[config.mk]
export PLATFORM = sky130hd
export DESIGN_NAME = hazard_ctrl
export DESIGN_NICKNAME = d
export VERILOG_FILES = /design/src/rtl/hazard_ctrl.sv
export SDC_FILE = /design/constraint.sdc
export NUM_CORES = 1
export LEC_CHECK = 0
export ABC_AREA = 1
export CAP_MARGIN = 20
export CORE_MARGIN = 3
export CORE_UTILIZATION = 30
export CTS_CLUSTER_DIAMETER = 80
export DETAILED_ROUTE_END_ITERATION = 16
export GPL_TIMING_DRIVEN = 0
export HOLD_SLACK_MARGIN = 0.06
export PLACE_DENSITY = 0.65
export SETUP_SLACK_MARGIN = 0.3
export SLEW_MARGIN = 25
export SYNTH_ARGS = -nofsm -noshare
export SYNTH_HDL_FRONTEND = slang
export SYNTH_SLANG_ARGS = --single-unit
[constraint.sdc]
create_clock -name clk -period 3.45 [get_ports clk]
set_clock_uncertainty 0.15 [all_clocks]
set_input_delay 0.69 -clock clk [delete_from_list [all_inputs] [get_ports clk]]
set_output_delay 0.69 -clock clk [all_outputs]
set_load 0.02 [all_outputs]
[src/rtl/hazard_ctrl.sv]
// Hazard controller for the 5-stage MIPS core: load-use/branch stalls, branch flush, mult/div scheduling.
// Optional stall/flush statistics counters are enabled by defining HAZ_STATS_EN.
module hazard_ctrl #(
  parameter int MD_LAT = 32
) (
  input  logic       clk,
  input  logic       rst,
  input  logic [4:0] ID_Rs,
  input  logic [4:0] ID_Rt,
  input  logic       ID_UseRt,
  input  logic       ID_Branch,
  input  logic       ID_MulDiv,
  input  logic       ID_MfHiLo,
  input  logic       BranchTaken,
  input  logic       EX_MemRead,
  input  logic       EX_RegWrite,
  input  logic [4:0] EX_WReg,
  input  logic       MEM_MemRead,
  input  logic [4:0] MEM_WReg,
  output logic       PCWrite,
  output logic       IFIDWrite,
  output logic       IFIDFlush,
  output logic       IDEXFlush,
  output logic       MdStart,
  output logic       MdBusy,
  output logic       MdDone
`ifdef HAZ_STATS_EN
  ,
  output logic [15:0] StallCnt,
  output logic [15:0] FlushCnt
`endif
);

  localparam int CW = (MD_LAT > 1) ? $clog2(MD_LAT) : 1;

  typedef enum logic {IDLE, BUSY} md_state_t;

  md_state_t     state;
  logic [CW-1:0] cnt;

  logic ex_match, mem_match;
  logic load_use, br_haz, md_haz, stall;

  always_comb begin
    ex_match  = (EX_WReg != 5'd0) &&
                (EX_WReg == ID_Rs || (ID_UseRt && EX_WReg == ID_Rt));
    mem_match = (MEM_WReg != 5'd0) &&
                (MEM_WReg == ID_Rs || (ID_UseRt && MEM_WReg == ID_Rt));
    load_use  = EX_MemRead && ex_match;
    br_haz    = ID_Branch && ((EX_RegWrite && ex_match) || (MEM_MemRead && mem_match));
    md_haz    = (ID_MulDiv || ID_MfHiLo) && (state == BUSY);
    stall     = load_use || br_haz || md_haz;
  end

  // Reset forces both pipeline registers to flush while letting the PC advance.
  always_comb begin
    PCWrite   = 1'b1;
    IFIDWrite = 1'b1;
    IFIDFlush = 1'b0;
    IDEXFlush = 1'b0;
    if (rst) begin
      IFIDFlush = 1'b1;
      IDEXFlush = 1'b1;
    end else if (stall) begin
      PCWrite   = 1'b0;
      IFIDWrite = 1'b0;
      IDEXFlush = 1'b1;
    end else begin
      IFIDFlush = BranchTaken && ID_Branch;
    end
  end

  assign MdStart = !rst && (state == IDLE) && ID_MulDiv && !stall;
  assign MdDone  = !rst && (state == BUSY) && (cnt == '0);
  assign MdBusy  = (state == BUSY);

  always_ff @(posedge clk) begin
    if (rst) begin
      state <= IDLE;
      cnt   <= '0;
    end else begin
      case (state)
        IDLE: begin
          if (MdStart) begin
            state <= BUSY;
            cnt   <= CW'(MD_LAT - 1);
          end
        end
        BUSY: begin
          if (cnt == '0) state <= IDLE;
          else           cnt   <= cnt - CW'(1);
        end
        default: state <= IDLE;
      endcase
    end
  end

`ifdef HAZ_STATS_EN
  always_ff @(posedge clk) begin
    if (rst) begin
      StallCnt <= '0;
      FlushCnt <= '0;
    end else begin
      if (!PCWrite && StallCnt != '1)  StallCnt <= StallCnt + 16'd1;
      if (IFIDFlush && FlushCnt != '1) FlushCnt <= FlushCnt + 16'd1;
    end
  end
`endif

endmodule

# Word level (Yosys, flattened, before mapping)
# Cells that the tools add are included.
dict set report classes {
  n_reduce_logical 27
  n_mux 12
  eq_ne 6
  n_addsub 1
  bitwise_logic 1
}
# op count
set ops {}
lappend ops {{$eq A5 B5 Y1} 4}
lappend ops {{$logic_and A1 B1 Y1} 15}
lappend ops {{$mux W5} 2}
lappend ops {{$pmux W5 S2} 1}
lappend ops {{$reduce_bool A5 Y1} 2}
lappend ops {{$mux W1} 8}
lappend ops {{$logic_or A1 B1 Y1} 6}
lappend ops {{$logic_not A5 Y1} 1}
lappend ops {{$sub A5 B1 Y5 const B} 1}
lappend ops {{$ne A2 B2 Y1 const B} 2}
lappend ops {{$logic_not A1 Y1} 2}
lappend ops {{$pmux W1 S2} 1}
lappend ops {{$reduce_and A2 Y1} 1}
lappend ops {{$not A1 Y1} 1}
dict set report word_totals {
  word_cells 49
  inputBits 30
  out_inout_bits 7
  regBits 6
}

# Depth between registers and ports, before layout
dict set report depth {
  ltp_word 13
  mapped_depth 11
  depth_no_buf 11
}

# Worst setup path before layout
# OpenSTA, ideal clock, no wires.
dict set report synth_path {
  kind {input port to output port}
  start {in ID_Rt[0]}
  end {out IFIDFlush}
  setup_slack_ps 921
  arrival_ps 1689
  t_required_ps 2610
  path_stages 8
  n_path_buf 0
  path_cell_list {inv_1 -> o21ai_0 -> nor2_1 -> nand3_1 -> nand2_1 -> nand2_2 -> nand3_1 -> o21ai_0}
}
dict set report synth_between {
  elab_chain_len 11
  elab_cells_between_ends 17
  classes_between {2 x eq/ne; 2 x mux; 13 x reduce/logical}
}
# item line
set synth_rtl {}
lappend synth_rtl {{from (decl)} 9} ;# input logic [4:0] ID_Rt,
lappend synth_rtl {{$eq A5 B5 Y1, on equally long branches} {46, 48}}
lappend synth_rtl {{$logic_and A1 B1 Y1, on equally long branches} {46, 48}}
lappend synth_rtl {{$logic_or A1 B1 Y1, on equally long branches} {46, 48}}
lappend synth_rtl {{$logic_and A1 B1 Y1, on equally long branches} {45, 47}}
lappend synth_rtl {{$logic_and A1 B1 Y1} 50} ;# br_haz = ID_Branch && ((EX_RegWrite && ex_match) || (MEM_MemRead && mem_match));
lappend synth_rtl {{$logic_or A1 B1 Y1} 50}
lappend synth_rtl {{$logic_and A1 B1 Y1} 50}
lappend synth_rtl {{$logic_or A1 B1 Y1 * (2 in series)} 52} ;# stall = load_use || br_haz || md_haz;
lappend synth_rtl {{$mux W1 *} 64} ;# end else if (stall) begin
lappend synth_rtl {{$mux W1 *} 61} ;# if (rst) begin
lappend synth_rtl {{to (decl)} 22} ;# output logic IFIDFlush,
# Mark *: on every way between the ends. The rest lies on a longest branch, timed or not.

# Worst setup path in the final report
dict set report layout_path {
  start {in EX_WReg[1]}
  end {out PCWrite}
}
dict set report layout_between {
  elab_chain_len 11
  elab_cells_between_ends 14
  classes_between {2 x eq/ne; 2 x mux; 10 x reduce/logical}
}
# item line
set layout_rtl {}
lappend layout_rtl {{from (decl)} 17} ;# input logic [4:0] EX_WReg,
lappend layout_rtl {{$eq A5 B5 Y1} 46} ;# (EX_WReg == ID_Rs || (ID_UseRt && EX_WReg == ID_Rt));
lappend layout_rtl {{$logic_and A1 B1 Y1} 46}
lappend layout_rtl {{$logic_or A1 B1 Y1} 46}
lappend layout_rtl {{$logic_and A1 B1 Y1 *} 45} ;# ex_match = (EX_WReg != 5'd0) &&
lappend layout_rtl {{$logic_and A1 B1 Y1} 50}
lappend layout_rtl {{$logic_or A1 B1 Y1} 50}
lappend layout_rtl {{$logic_and A1 B1 Y1} 50}
lappend layout_rtl {{$logic_or A1 B1 Y1 * (2 in series)} 52}
lappend layout_rtl {{$mux W1 *} 64}
lappend layout_rtl {{$mux W1 *} 61}
lappend layout_rtl {{to (decl)} 20} ;# output logic PCWrite,
# Marked as above.

==> run_results.csv <==
group,metric,value,unit
run_status,status,"complete, no violations",
timing,rsz0062_at_grt,"yes",
synthesis,synth.most_common_cell,"nand2_1",
placement,pre_cts_slack,-0.0264,ns
grt,first_global_vias,931,
final_layout,final_area,1230,um2
power_and_ir_drop,p_per_area,257,nW/um2
setup_path,setup.worst_path.start_class,"primary input",
drt,dr.pass1.iters,6,
placement,place_inst,223,
setup_path,crit_path_start,"EX_WReg[1]",
floorplan,die_w,58.7,um
floorplan,die_height,58.7,um
timing,hold_slack,0.445,ns
clock_network,ctsHoldBuffers,0,
drt,wl_per_cell,10.4,um
synthesis,synth-main-ff-cell,"dfxtp_1",
final_layout,fin_util,48.0,%
timing,period_share,88.8,%
power_and_ir_drop,irDropWorstVdd,235,uV
synthesis,synth.top_cells.by_count,"nand2_1, inv_1, nor2_1",
grt,grt_max_degree,11,
placement,place_area,1230,um2
floorplan,num_io_pins,37,
clock_network,post-cts-setup-buffers,0,
grt,grt_pass1_wl,3.82,mm
final_layout,antenna_cells,0,
min_path,hold_start,"cnt[4]$_SDFFE_PP0P_",
final_layout,drive_gt1_share,12.2,%
synthesis,synth-edff-count,0,
clock_network,clock_insertion_delay_worst_skew,0.25,ns
setup_path,crit_type,"in -> out",
timing,setup_viol,0,
setup_path,rr_startpoint,"cnt[0]$_SDFFE_PP0P_",
timing,fmax,326,MHz
clock_network,cts_buffer_depth,2,
clock_network,cts_made_buffers,3,
floorplan,start_util,32.5,%
synthesis,syn_avg_cell_area,5.31,um2
synthesis,synth.largest_area_cell,"nand2_1",
synthesis,synthArstFlopShare,0,%
timing,fin_crit,3.06,ns
placement,gp_congestion,0.827,
drt,drtIter0Drc,39,
setup_path,crit_fanout,3,
drt,drc_errors,0,
clock_network,cts_tree,"done",
synthesis,synth_cells,157,
grt,grt_use_total,13.9,%
min_path,hold_class,"reg -> reg",
synthesis,ys_ff_latch,6,
timing,fin_setup_tns,0,ns
synthesis,synth_top_area_share,23.9,%
grt,overflow,0,
synthesis,synth_area,833,um2
timing,slew_headroom,84.2,%
synthesis,synth_nets,189,
placement,portBuffers,36,
final_layout,syn2layout_area_growth,47.9,%
timing,hold_viol,0,
run,cap_violations,0,
clock_network,cts-root-buf,"clkbuf_4",
setup_path,crit_arrival,2.22,ns
setup_path,endpoint_kind,"output pin",
floorplan,placementRows,18,
setup_path,cp.required,2.61,ns
clock_network,clk_pin_slew_worst_paths,0.05,ns
drt,avgViaCountPerCell,4.53,
drt,dr_total_vias,1024,
power_and_ir_drop,cellLeakagePower,0.656,nW
clock_network,numClockSinks,6,
final_layout,instances_no_fill,226,
floorplan,core-area,2570,um2
drt,ant_nets,0,
timing,layout_setup_ws,0.386,ns
grt,antenna_found_initial,0,
power_and_ir_drop,p_total,317,uW
clock_network,h-tree-depth,1,
synthesis,synth-seq-area-share,14.4,%
final_layout,nNetsFinal,230,
synthesis,synth.area.top_cells,"nand2_1, dfxtp_1, nand3_1",
placement,dp_hpwl,1.96,mm
floorplan,die-area,3450,um2
timing,worst_pin_slew,0.235,ns
timing,slew_violations,0,
synthesis,synth.distinct_cells,23,
synthesis,ys_warn_count,0,
drt,wl,2.34,mm
[cell families (layout without fill, tap and decap cells)]
logic type               after synthesis  in the layout  share of synthesized area (%)
AO/OA/AOI/OAI                         15             15                           11.0
XOR/XNOR                               3              3                           3.15
adder cells (fa/ha/maj)                2              2                           3.00
buffers and inverters                 33             72                           15.5
flip-flops                             6              6                           14.4
AND/OR/NAND/NOR                       98             98                           53.0
[area by class of cell]
class | count | area [um2]
Inverter | 31 | 116
Sequential cell | 6 | 120
Fill cell | 293 | 1340
Timing Repair Buffer | 36 | 339
Clock buffer | 3 | 22.5
Multi-Input combinational cell | 118 | 584
Buffer | 2 | 12.5
Tap cell | 30 | 37.5
[sequential cells by signal, summed over array words and instances (netlist names)]
name,count
cnt,5
MdBusy,1
[layer usage]
layer | GRT usage [%] | up-vias | share of wire, %
met4 | 0.971 | 0 | 0.55
li1 | - | 564 | -
met2 | 25.2 | 35 | 47
met5 | 0 | - | 0
met3 | 3.73 | 2 | 7.0
met1 | 17.2 | 423 | 45
[final timing paths]
path / to / slack [ns] / cells after the start
worst max-delay path: PCWrite / 0.39 / 12
worst min-delay path: cnt[4]$_SDFFE_PP0P_ / 0.45 / 4
worst max register to register: cnt[0]$_SDFFE_PP0P_ / 1.97 / 8
worst min register to register: cnt[4]$_SDFFE_PP0P_ / 0.45 / 4
[critical path, stage by stage]
cell and delay [ns]:
clkdlybuf4s50_1 0.52, inv_2 0.07, nand2_1 0.06, nand2_1 0.06, nor2_1 0.10, nand3_1 0.09
nand2_1 0.08, nand2_2 0.08, nand3_1 0.11, nand2_1 0.07, buf_4 0.13, clkbuf_2 0.15
[power by group]
part           leakage, nW  switching (mW)  internal, mW
Clock               0.0138          0.0286        0.0396
Sequential          0.0497         0.00628        0.0790
Combinational        0.592          0.0878        0.0758
Total                0.656           0.123         0.194
[placed cells by master (no fill, tap or decap), types with 4 or more instances in the layout]
cell type        instances
nand2_1                 53
clkdlybuf4s50_1         31
inv_1                   22
nor2_1                  18
nand3_1                 17
inv_2                    8
dfxtp_1                  6
o21ai_1                  5
a21oi_1                  5
nand4_1                  4
[timing repair]
item | 4_1_cts | 5_1_grt
endpoints found under the setup margin | 5 | 4
gates resized for setup | 9 | 8
pin swaps | 0 | 0
endpoints found under the hold margin | 0 | 0
Note: power is estimated with default switching activity, not from simulation.
